`config.mk`:
```
export PLATFORM = sky130hd
export DESIGN_NAME = fperm_sched
export DESIGN_NICKNAME = d
export VERILOG_FILES = /design/src/rtl/fperm_sched_pkg.sv /design/src/rtl/fperm_rr_pick.sv /design/src/rtl/fperm_sched.sv
export SDC_FILE = /design/constraint.sdc
export NUM_CORES = 1
export LEC_CHECK = 0
export CORE_UTILIZATION = 46
export DETAILED_ROUTE_END_ITERATION = 12
export PLACE_DENSITY = 0.8
export SYNTH_ARGS = -nofsm -noshare
export SYNTH_HDL_FRONTEND = slang
export SYNTH_SLANG_ARGS = --single-unit
```
`constraint.sdc`:
```
create_clock -name clk -period 3.5 [get_ports clk]
set_input_delay 0.7 -clock clk [delete_from_list [all_inputs] [get_ports clk]]
set_output_delay 0.7 -clock clk [all_outputs]
set_load 0.02 [all_outputs]
```
`src/rtl/fperm_sched_pkg.sv`:
```
// Shared types for the fperm issue scheduler: op encoding, kind enum, legal latencies.
package fperm_sched_pkg;

    typedef enum logic [1:0] {
        KIND_PERM = 2'b00,
        KIND_DIV  = 2'b01,
        KIND_SQRT = 2'b10,
        KIND_BAD  = 2'b11
    } kind_e;

    typedef struct packed {
        kind_e kind;
        logic  dup_sngl;
        logic  swp_sngl;
        logic  copy_a;
    } op_t;

    localparam int LAT_C0 = 1;
    localparam int LAT_C1 = 3;

endpackage

```
`src/rtl/fperm_rr_pick.sv`:
```
// Combinational one-hot pick: starved ports (lowest index) first, else round-robin from ptr.
module fperm_rr_pick #(
    parameter int NREQ = 3,
    parameter int PW   = 2
) (
    input  logic [NREQ-1:0] elig,
    input  logic [NREQ-1:0] starved,
    input  logic [PW-1:0]   ptr,
    output logic [NREQ-1:0] gnt,
    output logic            starve_win
);

    localparam logic [NREQ-1:0] ONE = {{(NREQ-1){1'b0}}, 1'b1};

    // Loops run from the far end so the last hit (highest priority) wins.
    always_comb begin
        gnt        = '0;
        starve_win = 1'b0;
        if (|(elig & starved)) begin
            starve_win = 1'b1;
            for (int i = NREQ - 1; i >= 0; i--) begin
                if (elig[i] && starved[i]) begin
                    gnt = ONE << i;
                end
            end
        end else begin
            for (int k = NREQ - 1; k >= 0; k--) begin
                if (elig[(int'(ptr) + k) % NREQ]) begin
                    gnt = ONE << ((int'(ptr) + k) % NREQ);
                end
            end
        end
    end

endmodule

```
`src/rtl/fperm_sched.sv`:
```
// Issue scheduler for the shared fperm unit: arbitration, strobe register, result tag pipe.
// Optional perf counters are built when FPERM_SCHED_PERF_EN is defined.
module fperm_sched
    import fperm_sched_pkg::*;
#(
    parameter int NREQ   = 3,
    parameter int LAT    = 1,
    parameter int TAGW   = 9,
    parameter int STARVE = 7
) (
    input  logic                 clk,
    input  logic                 rst,
    input  logic [NREQ-1:0]      req_vld,
    input  logic [NREQ*5-1:0]    req_op,
    input  logic [NREQ*TAGW-1:0] req_tag,
    output logic [NREQ-1:0]      req_gnt,
    input  logic [2:0]           bus_busy,
    input  logic                 flush,
    output logic [NREQ-1:0]      sel,
    output logic                 en,
    output logic                 copyA,
    output logic                 swpSngl,
    output logic                 dupSngl,
    output logic                 is_div,
    output logic                 is_sqrt,
`ifdef FPERM_SCHED_PERF_EN
    output logic [15:0]          perf_gnt,
    output logic [15:0]          perf_busblk,
    output logic [15:0]          perf_starve,
`endif
    output logic                 res_vld,
    output logic [TAGW-1:0]      res_tag
);

    localparam int DEPTH = (LAT == LAT_C1) ? LAT_C1 : LAT_C0;
    localparam int PW    = (NREQ > 2) ? 2 : 1;
    localparam int SW    = $clog2(STARVE + 1);

    op_t [NREQ-1:0]             ops;
    logic [NREQ-1:0]            legal, elig, starved, gnt;
    logic                       starve_win;
    logic                       busy_slot;
    logic                       unused_bus;

    logic [PW-1:0]              ptr_q, ptr_d;
    logic [NREQ-1:0][SW-1:0]    wait_q, wait_d;
    logic [NREQ-1:0]            sel_q, sel_d;
    logic                       en_q, en_d;
    logic [4:0]                 strb_q, strb_d;
    logic [TAGW-1:0]            tag_q, tag_d;
    logic [DEPTH-1:0]           pvld_q, pvld_d;
    logic [DEPTH-1:0][TAGW-1:0] ptag_q, ptag_d;

    // Only the slot our result will land in matters; other bits belong to other latencies.
    assign busy_slot  = bus_busy[DEPTH-1];
    assign unused_bus = ^bus_busy;

    always_comb begin
        ops     = '0;
        legal   = '0;
        elig    = '0;
        starved = '0;
        for (int i = 0; i < NREQ; i++) begin
            ops[i]     = op_t'(req_op[i*5 +: 5]);
            legal[i]   = req_vld[i] && (ops[i].kind != KIND_BAD);
            elig[i]    = legal[i] && !busy_slot && !flush && !rst;
            starved[i] = (wait_q[i] == SW'(STARVE));
        end
    end

    fperm_rr_pick #(
        .NREQ (NREQ),
        .PW   (PW)
    ) u_pick (
        .elig       (elig),
        .starved    (starved),
        .ptr        (ptr_q),
        .gnt        (gnt),
        .starve_win (starve_win)
    );

    assign req_gnt = gnt;

    always_comb begin
        ptr_d  = ptr_q;
        wait_d = wait_q;
        sel_d  = gnt;
        en_d   = |gnt;
        strb_d = '0;
        tag_d  = '0;
        pvld_d = '0;
        ptag_d = '0;
        for (int i = 0; i < NREQ; i++) begin
            if (gnt[i]) begin
                strb_d = {ops[i].copy_a,
                          ops[i].swp_sngl,
                          ops[i].dup_sngl && (ops[i].kind == KIND_PERM),
                          ops[i].kind == KIND_DIV,
                          ops[i].kind == KIND_SQRT};
                tag_d  = req_tag[i*TAGW +: TAGW];
                ptr_d  = (i == NREQ - 1) ? '0 : PW'(i + 1);
            end
        end
        if (!flush) begin
            for (int i = 0; i < NREQ; i++) begin
                if (!req_vld[i] || gnt[i]) begin
                    wait_d[i] = '0;
                end else if (!starved[i]) begin
                    wait_d[i] = wait_q[i] + 1'b1;
                end
            end
        end
        // Flush kills the op currently at en as well as everything already in the pipe.
        pvld_d[0] = en_q && !flush;
        ptag_d[0] = flush ? '0 : tag_q;
        for (int s = 1; s < DEPTH; s++) begin
            pvld_d[s] = pvld_q[s-1] && !flush;
            ptag_d[s] = flush ? '0 : ptag_q[s-1];
        end
    end

    always_ff @(posedge clk or posedge rst) begin
        if (rst) begin
            ptr_q  <= '0;
            wait_q <= '0;
            sel_q  <= '0;
            en_q   <= 1'b0;
            strb_q <= '0;
            tag_q  <= '0;
            pvld_q <= '0;
            ptag_q <= '0;
        end else begin
            ptr_q  <= ptr_d;
            wait_q <= wait_d;
            sel_q  <= sel_d;
            en_q   <= en_d;
            strb_q <= strb_d;
            tag_q  <= tag_d;
            pvld_q <= pvld_d;
            ptag_q <= ptag_d;
        end
    end

    assign sel     = sel_q;
    assign en      = en_q;
    assign copyA   = strb_q[4];
    assign swpSngl = strb_q[3];
    assign dupSngl = strb_q[2];
    assign is_div  = strb_q[1];
    assign is_sqrt = strb_q[0];
    assign res_vld = pvld_q[DEPTH-1];
    assign res_tag = ptag_q[DEPTH-1];

`ifdef FPERM_SCHED_PERF_EN
    logic [15:0] pgnt_q, pgnt_d, pblk_q, pblk_d, pstv_q, pstv_d;

    always_comb begin
        pgnt_d = pgnt_q + 16'(|gnt);
        pblk_d = pblk_q + 16'((|legal) && busy_slot);
        pstv_d = pstv_q + 16'(starve_win && (|gnt));
    end

    always_ff @(posedge clk or posedge rst) begin
        if (rst) begin
            pgnt_q <= '0;
            pblk_q <= '0;
            pstv_q <= '0;
        end else begin
            pgnt_q <= pgnt_d;
            pblk_q <= pblk_d;
            pstv_q <= pstv_d;
        end
    end

    assign perf_gnt    = pgnt_q;
    assign perf_busblk = pblk_q;
    assign perf_starve = pstv_q;
`else
    logic unused_perf;
    assign unused_perf = starve_win;
`endif

endmodule

```
; ---- Yosys cells after proc, flatten, opt, wreduce, memory -nomap -nowiden
; Index checks and enable logic that the tools add are counted.
[op_classes]
add_sub_neg = 5
div_mod_pow = 3
order_cmp = 3
eq_ne = 15
n_shift = 3
mux = 32
bitwise = 2
n_reduce_logical = 37
[ops]
columns = cell, n
row1 = $lt A32 B4 Y1 const B, 3
row2 = $shl A1 B32 Y3 const A, 3
row3 = $mod A32 B3 Y32 const B, 2
row4 = $mux W3, 13
row5 = $mux W9, 4
row6 = $mod A3 B3 Y32 const B, 1
row7 = $logic_and A1 B1 Y1, 19
row8 = $mux W5, 3
row9 = $ne A2 B2 Y1 const B, 6
row10 = $add A3 B1 Y3 const B, 3
row11 = $eq A3 B3 Y1 const B, 3
row12 = $bmux W1 S2, 3
row13 = $eq A2 B1 Y1 const B, 3
row14 = $eq A2 B2 Y1 const B, 3
row15 = $logic_not A1 Y1, 6
row16 = $logic_not A2 Y1, 3
row17 = $mux W1, 6
row18 = $mux W2, 3
row19 = $reduce_and A2 Y1, 3
row20 = $reduce_or A3 Y1, 2
row21 = $add A2 B1 Y3 const B, 1
row22 = $add A2 B2 Y3 const B, 1
row23 = $and A3 B3 Y3, 1
row24 = $logic_or A1 B1 Y1, 3
row25 = 2 further kinds, 2
[totals]
register_bits = 39
out_inout_bits = 22
elab_cells = 110

; ---- Depth between registers and ports, before layout
; Gate-level depths: netlist of run 1.
[logic_depth]
ltp_word = 15
depth_mapped = 12
ltp_nobuf = 10

; ---- Hierarchy
; Synthesis of run 1 repeated with hierarchy kept, for this count alone.
[unflattened]
cells_unflattened = 213
hier_area_um2 = 2057.0
[modules_own_cells]
columns = mod, instances, cells_per_inst, area_per_inst_um2
row1 = fperm_sched, 1, 166, 1732.9
row2 = fperm_rr_pick, 1, 47, 324.1

; ---- Worst setup path after synthesis of run 1
; Ideal clock, no wire load.
[synth_path]
path_type = input -> output
startpoint = in flush
endpoint = out req_gnt[1]
arrival_time_ps = 2414
required_time_ps = 2800
path_slack_ps = 386
cell_stages = 8
path_cell_list = buf_6 or3_4 nor3b_4 and3b_1 nor2_2 o2bb2ai_2 inv_2 buf_2
[synth_between]
elab_chain_len = 10
elab_cells_between_ends = 26
classes_between = mux: 15 / bitwise: 1 / reduce/logical: 10
[synth_rtl]
columns = item, line
row1 = from (decl), fperm_sched.sv:18  ; input logic flush,
row2 = $logic_not A1 Y1 (*), fperm_sched.sv:66  ; elig[i] = legal[i] && !busy_slot && !flush && !rst;
row3 = $logic_and A1 B1 Y1 (2 in series), fperm_sched.sv:66
row4 = $bmux W1 S2, fperm_rr_pick.sv:28  ; if (elig[(int'(ptr) + k) % NREQ]) begin
row5 = $mux W1 (implied by the code) (2 in series), fperm_rr_pick.sv:28
row6 = $mux W3 (3 in series), fperm_rr_pick.sv:28
row7 = $mux W3 (*), fperm_rr_pick.sv:19  ; if (|(elig & starved)) begin
row8 = to (decl), fperm_sched.sv:16  ; output logic [NREQ-1:0] req_gnt,
; Mark *: on every way between the ends. The rest lies on a longest branch, timed or not. The select of a mux whose other input is x is not followed.

; ---- Worst setup path in the final report of run 1
[layout_path]
startpoint = in req_vld[2]
endpoint = out req_gnt[2]
[layout_between]
elab_chain_len = 11
elab_cells_between_ends = 23
classes_between = mux: 16 / bitwise: 1 / reduce/logical: 6
[layout_rtl]
columns = item, line
row1 = from (decl), fperm_sched.sv:13  ; input logic [NREQ-1:0] req_vld,
row2 = $logic_and A1 B1 Y1 (*), fperm_sched.sv:65  ; legal[i] = req_vld[i] && (ops[i].kind != KIND_BAD);
row3 = $logic_and A1 B1 Y1 (*) (3 in series), fperm_sched.sv:66
row4 = $bmux W1 S2, fperm_rr_pick.sv:28
row5 = $mux W1 (implied by the code) (2 in series), fperm_rr_pick.sv:28
row6 = $mux W3 (3 in series), fperm_rr_pick.sv:28
row7 = $mux W3 (*), fperm_rr_pick.sv:19
; Marked as above.

==> results of run 1 <==
## layout make-up
type	instances	area (um2)	area share (%)
clock inverters	3	43.79	1.340
clock buffers	5	68.82	2.106
multi-input cells	162	1139	34.84
flip-flops and latches	39	975.9	29.86
inverters	13	48.80	1.493
well taps	52	65.06	1.991
repair buffers	99	927.1	28.37
## metrics by stage
stage          worst slack (ps)  cell area (um2)  util (%)  hold slack (ps)  cells
6_report                  22.70             3268     73.04            476.2    373
5_1_grt                  -15.18             3268     73.04            503.2    373
4_1_cts                   15.27             3253     72.71            477.8    373
3_5_place_dp             -352.4             3134     70.05            459.8    365
3_3_place_gp             -369.8             3134     70.05            442.2    365
2_1_floorplan             385.9             2201         -            438.5    227
## state kept, by name, summed over array words and instances, names as in the netlist
signal	flops
en	1
ptr_q	2
res_tag	9
res_vld	1
sel	3
strb_q	5
tag_q	9
wait_q	9
## per-layer routing
layer / vias to the layer above / part of all wire [%] / track usage, %
li1: 1014 / - / -
met1: 1026 / 42 / 32.81
met2: 66 / 53 / 44.66
met3: 8 / 3.5 / 3.989
met4: 0 / 1.6 / 6.667
met5: - / 0 / 0
## placed cells by master, fill, tap and decap left out, drive strengths merged, types with 4 or more instances in the layout
cell,count
a22o,4
clkbuf,5
o21ai,4
a21oi,6
nor2b,14
ha,10
nand4,4
buf,29
or3,4
nand2,20
dlygate4sd2,4
nor2,20
a31oi,13
inv,13
o211ai,12
dfrtp,39
nand3,8
clkdlybuf4s50,64
## logic make-up after synthesis
| logic type | synth area share, % |
|---|---|
| simple gates | 21.26 |
| compound gates | 22.17 |
| flops | 44.34 |
| buf+inv | 5.059 |
| fa+ha+maj | 5.685 |
| mux | 1.478 |
## power by group
| group | internal, uW | switching [uW] |
|---|---|---|
| clock | 212 | 153 |
| combinational | 380 | 437 |
| sequential | 584 | 51.8 |
## timing repair
action                                  CTS  global route
pin swaps                                 1             1
resized for setup                        12             5
endpoints found under the setup margin    3             3
## final timing paths
check	start	endpoint	slack, ps
setup / recovery	req_vld[2]	req_gnt[2]	20
hold / removal	tag_q[5]$_DFF_PP0_	res_tag[5]$_DFF_PP0_	480
setup reg to reg	ptr_q[1]$_DFFE_PP0P_	wait_q[0]$_DFFE_PP0P_	630
hold reg to reg	tag_q[5]$_DFF_PP0_	res_tag[5]$_DFF_PP0_	480
max in group asynchronous	rst	wait_q[7]$_DFFE_PP0P_	2450
min in group asynchronous	rst	wait_q[3]$_DFFE_PP0P_	720
==> summary.txt, run 1 <==
Setup path
  – Worst path top cell family by delay: buffers and inverters
  – CP startpoint kind: input pin
  – R2R depth: 11
  – Critical path buffer and inverter count: 3
  – Worst path depth: 8
  – Crit-path cells: clkdlybuf4s50_1 -> a21boi_4 -> nand3_1 -> a21oi_1 -> a2111oi_2 -> a211o_1 -> inv_1 -> dlygate4sd2_1
  – CP max stage cell: clkdlybuf4s50_1
  – Crit path largest cell delay: around 550 ps
  – Critical path peak fanout: 5
  – Worst EP arrival: 2780 ps
  – CP required: ~2800 ps
  – WS Path Type: input pin to output port
  – Crit. End Element: output port

Die
  – Die boundary height: just over 70 um
  – Die Wd: 71.17 um
  – Core area: between 4000 and 5000 um2
  – Row cnt: 24
  – Die area: roughly 5100 um2
  – I/O pin total: 73
  – Starting Density: 49.19%

Finish
  – Share of layout cells above drive strength 1: approximately 17%
  – Area grow syn2layout: 48.49%
  – Final-stage net count: 381
  – Fillers: 351
  – ANT cells: 0

Synth
  – Ys async rst share: 100.0%
  – Synth unique cells: a little under 60
  – Mean post-synth cell area: 9.695 um2
  – Ranking of synthesized cells by area: dfrtp_1 (44%), ha_1 (5.7%), o211ai_1 (4.1%)
  – Mapped Cells: roughly 230
  – #FFs+latches synth: 39
  – Seq/Total Area, Yosys: between 40% and 50%
  – EDFF count, synth: 0
  – Top cells by count, synth: dfrtp_1 (39), nand2_1 (20), nor2_1 (19), nor2b_1 (14), a31oi_1 (13)
  – Count leader, synth: dfrtp_1
  – Top_reg_cell synth: dfrtp_1
  – Syn Std Cell Area: around 2200 um2
  – Top cell type's share of synthesized area: about 44%
  – Syn Nets: about 290
  – Area leader, netlist: dfrtp_1
  – Synthesis Warnings: 0

Timing
  – RSZ-0062 raised after global routing: true
  – Worst Clk Skew: between 6 and 7 ps
  – Max_slew headroom: between 50% and 60%
  – Worst-Margin Slew: ~600 ps
  – Setup_tns: 0 ps
  – Setup violators final: 0
  – Fin crit share: between 90% and 100%
  – Final max-slew violation count: 0
  – Final hold violations: 0
  – Fin crit period: roughly 3500 ps
  – Max Clk Rate: 287.6 MHz

Clock tree
  – CTS root buf: clkbuf_8
  – Clk_lat worst skew: between 200 and 300 ps
  – Hold_buf cts: 0
  – Max clock buf depth: 2
  – Htree depth: 2
  – CTS tree: yes
  – Reg clk slew, reported paths: 80 ps
  – Post-CTS Setup Repair Bufs: 0
  – Total CTS buffers: 5
  – Clock Sinks: 39

Hold path
  – Hold crit path type: flop to flop
  – Hold depth: 1

Drt
  – Via count: 2114
  – Final antenna-violating net count: 0
  – DR pass1 iterations: 8
  – Vias/cell: about 5.7
  – DRC violations left: 4
  – WL per Instance: 16.46 um
  – Routed Wire Length: 6.138 mm
  – Initial DRC Count: roughly 130

Outcome
  – Violated checks: design-rule violations
  – Run status: finished with violations

Placement
  – Final HPWL DP: about 4.6 mm
  – RePlAce Congestion: roughly 1
  – Port Buffer Count: 70

Flow run
  – Max cap viols: 0

GRT
  – First-pass GRT wire length: approximately 10 mm
  – Number of global-route vias before repair: 2078
  – GR Util All Layers: roughly 25%
  – GRT Residual Overflow: 0
  – Largest net degree at the start of global routing: 40
  – Initial antenna violation count: 0

Power and ir drop
  – Leak: around 0.0015 uW
  – VDD IR-drop max: around 0.38 mV
  – Power per cell area: 556.5 nW/um2
  – Tot Pwr: about 1800 uW
Power figures use the tool's default switching activity.
==> run 2: changes to the inputs <==
CORE_UTILIZATION = 41   (was 46)
PLACE_DENSITY = 0.76   (was 0.8)
SKIP_LAST_GASP = 1   (was not set)
SLEW_MARGIN = 20   (was not set)
clock period = 2.9 ns   (was 3.5 ns; I/O delays follow)
==> run 2 against run 1 <==
- highest routed layer unchanged
- first-iteration DRC count down 31%
- critical path depth is 4 higher
- worst hold slack got worse by 44 ps
- critical endpoint is now req_gnt[1]
- clock-buffer cell count rose by 2
- routed wire length is 11% higher
- power grew 36%
- the run now ends clean
- global-route usage is 1.7 points lower
- cell count rose by 13%
- register-to-register slack got worse by 330 ps
- non-clock buffer count is 32 higher
==> summary.txt, run 2 (synthesized netlist as in run 1, its figures left out) <==
Outcome
  – Run status: finished clean

Finish
  – Fillers: 408 (+16%)
  – Commonest non-fill, non-tap cells in the layout: buf_4 (57), clkdlybuf4s50_1 (55), dfrtp_1 (38)
  – Post-Layout Cell Count: 423 (+13%)
  – Area grow syn2layout: 63.90%
  – Most common cell after layout, fill and taps aside: buf_4
  – Design area: 3607 um2 (+10%)
  – ANT cells: 0 (unchanged)
  – Share of layout cells above drive strength 1: 30.03% (+14 points)
  – Final-stage net count: 413 (+8.4%)
  – Util after Layout: 70.18% (-2.9 points)

Placement
  – Port Buffer Count: 70 (unchanged)
  – Post-Place Cell Area: 3279 um2 (+4.6%)
  – RePlAce Congestion: 0.9553 (-7.2%)
  – Placed Cells: 401 (+9.9%)
  – Final HPWL DP: 4.872 mm (+5.5%)

Timing
  – Worst Clk Skew: 4.073 ps (-2.410 ps)
  – Final max-slew violation count: 0 (unchanged)
  – Max_slew headroom: 65.74% (+6.2 points)
  – Final hold violations: 0 (unchanged)
  – Fin crit share: 99.67%
  – Fin Hold WS: 432.0 ps (-44.23 ps)
  – Fin crit period: just under 3000 ps
  – Worst-Margin Slew: 501.0 ps (-91.07 ps)
  – Max Clk Rate: between 300 and 400 MHz
  – Setup_tns: 0 ps (unchanged)
  – Setup violators final: 0 (unchanged)

Power and ir drop
  – VDD IR-drop max: 0.4807 mV (+27%)
  – Power per cell area: 686.4 nW/um2 (+23%)
  – Leak: 0.001650 uW (+12%)

Clock tree
  – Reg clk slew, reported paths: 80 ps (about the same)
  – Total CTS buffers: 5 (unchanged)
  – Htree depth: 2 (unchanged)
  – CTS root buf: clkbuf_8
  – CTS tree: yes
  – Hold_buf cts: 0 (unchanged)
  – Clk_lat worst skew: 280 ps (about the same)
  – Clock Sinks: 39 (unchanged)
  – Max clock buf depth: 2 (unchanged)

Setup path
  – Critical path peak fanout: 4 (-1)
  – CP startpoint kind: input pin
  – WS Path Type: input pin to output port
  – Crit-path cells: clkdlybuf4s15_1 -> a21boi_4 -> o211ai_1 -> buf_4 -> buf_4 -> buf_4 -> buf_4 -> o22ai_2 -> nor2_4 -> o2bb2ai_4 -> inv_2 -> buf_4
  – CP max stage cell: clkdlybuf4s15_1
  – Crit path largest cell delay: 310 ps (-240 ps)
  – Worst EP arrival: 2310 ps (-470 ps)
  – Crit. End Element: output port
  – Most frequent CP cell: buf_4
  – CP required: 2320 ps (-480 ps)

Drt
  – Vias/cell: 5.376 (-5.1%)
  – WL per Instance: 16.18 um (-1.7%)
  – Via count: 2274 (+7.6%)
  – Routed Wire Length: 6.843 mm (+11%)
  – DRC violations left: 0 (-4)
  – DR pass1 iterations: 4 (-4)
  – Initial DRC Count: 93 (-31%)
  – Final antenna-violating net count: 0 (unchanged)

GRT
  – GR Util All Layers: 23.82% (-1.7 points)
  – GRT Residual Overflow: 0 (unchanged)
  – Number of global-route vias before repair: 2128 (+2.4%)
  – First-pass GRT wire length: 10.02 mm (about the same)
  – Largest net degree at the start of global routing: 40 (unchanged)
  – Initial antenna violation count: 0 (unchanged)

Die
  – Die boundary height: 75.27 um (+5.8%)
  – I/O pin total: 73 (unchanged)
  – Starting Density: 42.82% (-6.4 points)
  – Row cnt: 26 (+8.3%)
  – Core area: 5140 um2 (+15%)
  – Die Wd: 75.27 um (+5.8%)
  – Die area: 5665 um2 (+12%)

Flow run
  – Max cap viols: 0 (unchanged)

Hold path
  – Hold crit path type: input pin to asynchronous set/reset pin
[run 2: layout make-up]
class	instances	area [um2]	share of cell area, %
well taps	70	87.58	2.428
clock buffers	7	96.34	2.671
flip-flops and latches	39	977.2	27.09
clock inverters	1	7.507	0.2081
multi-input cells	162	1232	34.17
repair buffers	131	1157	32.08
inverters	13	48.80	1.353
[run 2: where the power goes]
group	switching, uW	internal, uW	total (uW)
Sequential	65.9	705	771
Clock	183	216	400
Combinational	615	690	1300
[run 2: worst paths after layout]
path	startpoint	endpoint	slack [ps]	cells past startpoint
worst min register to register	tag_q[6]$_DFF_PP0_	res_tag[6]$_DFF_PP0_	460	1
min in group clk	tag_q[6]$_DFF_PP0_	res_tag[6]$_DFF_PP0_	460	1
max in group asynchronous	rst	ptr_q[1]$_DFFE_PP0P_	2100	3
worst max-delay path	req_vld[2]	req_gnt[1]	9	12
worst min-delay path	rst	wait_q[4]$_DFFE_PP0P_	430	3
worst max register to register	ptr_q[1]$_DFFE_PP0P_	ptr_q[0]$_DFFE_PP0P_	300	12
[run 2: repair_timing]
| item | 4_1_cts | 5_1_grt |
|---|---|---|
| gates resized for setup | 45 | 24 |
| setup buffers | 10 | 4 |
| pin swaps | 12 | 7 |
| endpoints found under the setup margin | 10 | 3 |
[run 2: layer usage]
metal  up-vias  GRT usage (%)  wire, um
met1      1107          29.75      2810
met4         0          6.996       137
met5         -              0         0
met2        77          42.84      3620
met3        13          3.347       275
li1       1077              -         -
[run 2: stage by stage]
stage	worst slack [ps]	total power (uW)
floorplan	25.94	1327
global placement	-718.7	1914
detailed placement	-745.9	1934
CTS	8.608	2360
global route	-58.28	2623
finish	9.482	2476
[run 2: worst max-delay path, delay by kind of cell]
kind                   cells  cell delay (ps)
AND/OR/NAND/NOR            1               50
AO/OA/AOI/OAI              4              670
buffers and inverters      7             1000
==> run 3: changes to the inputs <==
CORE_MARGIN = 2   (was not set)
GPL_TIMING_DRIVEN = 0   (was not set)
==> run 3 against run 2 <==
- the run now ends with negative setup slack left
- sequential share of layout area fell by 0.40 points
- clock-buffer cell count fell by 1
- sequential cell count did not move
- final area rose by 1.5%
- sequential power barely moved
- largest power group unchanged
- maximum frequency fell by 2.1%
- largest cell class unchanged
- worst hold slack got worse by 150 ps
- routed wire length rose by 15%
- combinational power rose by 13%
- cell count fell by 3.8%
- global-route usage rose by 1.4 points
==> summary.txt, run 3 (synthesized netlist as in run 1, its figures left out) <==
Outcome
  – Run status: finished with violations
  – Violated checks: negative setup slack

Setup path
  – R2r setup slk: 130 ps (-170 ps)
  – Crit path largest cell delay: 430 ps (+120 ps)
  – CP required: 2320 ps (about the same)
  – Worst R2R Start: ptr_q[0]$_DFFE_PP0P_
  – Crit. End Element: output port
  – CP max stage cell: dfrtp_1
  – Most frequent CP cell: inv_2
  – Worst Setup SP: ptr_q[0]$_DFFE_PP0P_
  – WS Path Type: flop to output port
  – CP startpoint kind: flop
  – Worst EP arrival: 2370 ps (+60 ps)
  – Critical path peak fanout: 3 (-1)
  – Crit-path cells: inv_2 -> ha_4 -> buf_4 -> nor2b_4 -> nand4_1 -> a21oi_2 -> a2111oi_4 -> a211o_1 -> inv_2 -> buf_6

Finish
  – Util after Layout: 71.23% (+1.0 points)
  – Sequential Area: 977.2 um2 (unchanged)
  – Most common cell after layout, fill and taps aside: clkdlybuf4s50_1
  – Commonest non-fill, non-tap cells in the layout: clkdlybuf4s50_1 (55), dfrtp_1 (38), buf_4 (30)
  – Multi-input gate area: 1370 um2 (+11%)
  – Area grow syn2layout: 66.34%
  – Share of layout cells above drive strength 1: 30.27% (+0.24 points)
  – Final-stage net count: 398 (-3.6%)
  – ANT cells: 0 (unchanged)
  – Post-Layout Cell Count: 407 (-3.8%)
  – Fillers: 377 (-7.6%)

Clock tree
  – Max clock buf depth: 2 (unchanged)
  – CTS root buf: clkbuf_8
  – Hold_buf cts: 0 (unchanged)
  – Htree depth: 2 (unchanged)
  – CTS tree: yes
  – Reg clk slew, reported paths: 70 ps (about the same)
  – Clock Sinks: 39 (unchanged)
  – Clk_lat worst skew: 290 ps (about the same)
  – Total CTS buffers: 5 (unchanged)

Drt
  – Via count: 2347 (+3.2%)
  – DR pass1 iterations: 7 (+3)
  – Initial DRC Count: 163 (+75%)
  – Vias/cell: 5.767 (+7.3%)
  – Final antenna-violating net count: 0 (unchanged)
  – DRC violations left: 0 (unchanged)
  – Routed Wire Length: 7.871 mm (+15%)
  – WL per Instance: 19.34 um (+20%)

Power and ir drop
  – Leak: 0.001599 uW (-3.1%)
  – Tot Pwr: 2668 uW (+7.8%)
  – VDD IR-drop max: 0.4687 mV (-2.5%)
  – Power per cell area: 728.9 nW/um2 (+6.2%)

Die
  – Starting Density: 42.82% (unchanged)
  – Row cnt: 26 (unchanged)
  – Core area: 5140 um2 (unchanged)
  – Die boundary height: 77.27 um (+2.7%)
  – Die area: 5970 um2 (+5.4%)
  – Die Wd: 77.27 um (+2.7%)
  – I/O pin total: 73 (unchanged)

Timing
  – Max Clk Rate: 338.8 MHz (-2.1%)
  – RSZ-0062 raised after global routing: true
  – Final worst slack: -51.95 ps (-61.43 ps)
  – Setup violators final: 2 (+2)
  – Fin crit share: 101.8% (+2.1 points)
  – Final hold violations: 0 (unchanged)
  – Worst-Margin Slew: 489.2 ps (-11.76 ps)
  – Fin crit period: 2952 ps (+61.43 ps)
  – Worst Clk Skew: 5.941 ps (+1.869 ps)
  – Final max-slew violation count: 0 (unchanged)
  – Max_slew headroom: 67.39% (+1.6 points)

Flow run
  – Max cap viols: 0 (unchanged)

Placement
  – Placed Cells: 367 (-8.5%)
  – Final HPWL DP: 4.932 mm (+1.2%)
  – Port Buffer Count: 69 (-1.4%)
  – RePlAce Congestion: 0.8293 (-13%)

GRT
  – Largest net degree at the start of global routing: 28 (-30%)
  – Met1 Resource Use GR: 29.58% (-0.16 points)
  – Met2 usage: 44.96% (+2.1 points)
  – GRT Residual Overflow: 0 (unchanged)
  – Gr busiest metal: met2
  – Met3 Resource Use GR: 5.059% (+1.7 points)
  – First-pass GRT wire length: 11.74 mm (+17%)
  – Initial antenna violation count: 0 (unchanged)
  – Number of global-route vias before repair: 2288 (+7.5%)
  – GR Util All Layers: 25.23% (+1.4 points)

Hold path
  – Hold crit path type: input pin to asynchronous set/reset pin
## run 3: through the flow
| step | hold slack, ps | instance area, um2 | TNS (ps) | setup slack (ps) |
|---|---|---|---|---|
| final | 282.6 | 3661 | -75.50 | -51.95 |
| after global placement | 442.1 | 2979 | -14230 | -1431 |
| after floorplan | 438.5 | 2201 | 0 | 25.94 |
| after detailed placement | 447.9 | 2999 | -15110 | -1429 |
| after CTS | 449.4 | 3498 | -203.7 | -78.61 |
| after global routing | 293.7 | 3661 | -248.0 | -102.5 |
## run 3: timing repair
action	in CTS	in global routing
pin swaps	17	18
hold endpoints to repair	0	0
resized for setup	85	27
endpoints found under the setup margin	27	12
buffers inserted	24	13
## run 3: report_power, final
group | leakage (uW) | internal (uW) | total [uW] | switching, uW
Combinational | 0.00103 | 754 | 1470 | 712
Clock | 0.0000513 | 252 | 429 | 177
Sequential | 0.000522 | 705 | 774 | 68.2
Total | 0.00160 | 1710 | 2670 | 957
## run 3: final cells by class
cell class / instances / share of cell area (%)
Buffer: 9 / 1.846
Clock buffer: 6 / 1.982
Clock inverter: 1 / 0.8202
Inverter: 13 / 1.470
Multi-Input combinational cell: 162 / 37.42
Sequential cell: 39 / 26.69
Tap cell: 70 / 2.392
Timing Repair Buffer: 107 / 27.38
## run 3: metal layers
layer,share of wire (%),up-vias,wire length [um]
met5,0,-,0
met4,3.0,0,238
met3,5.9,23,465
met2,53,123,4183
met1,38,1151,2983
li1,-,1050,-
## run 3: final timing paths
kind	endpoint	depth (start not counted)
min reg2reg	res_tag[0]$_DFF_PP0_	1
max	req_gnt[2]	10
min in group clk	res_tag[0]$_DFF_PP0_	1
max reg2reg	wait_q[6]$_DFFE_PP0P_	12
min	wait_q[3]$_DFFE_PP0P_	2
max in group asynchronous	ptr_q[1]$_DFFE_PP0P_	3
## run 3: critical path, delay by kind of cell, from the launching register on
family	cells	cell delay [ps]
compound gates	3	640
buf+inv	4	490
flops	1	430
simple gates	2	290
fa+ha+maj	1	230
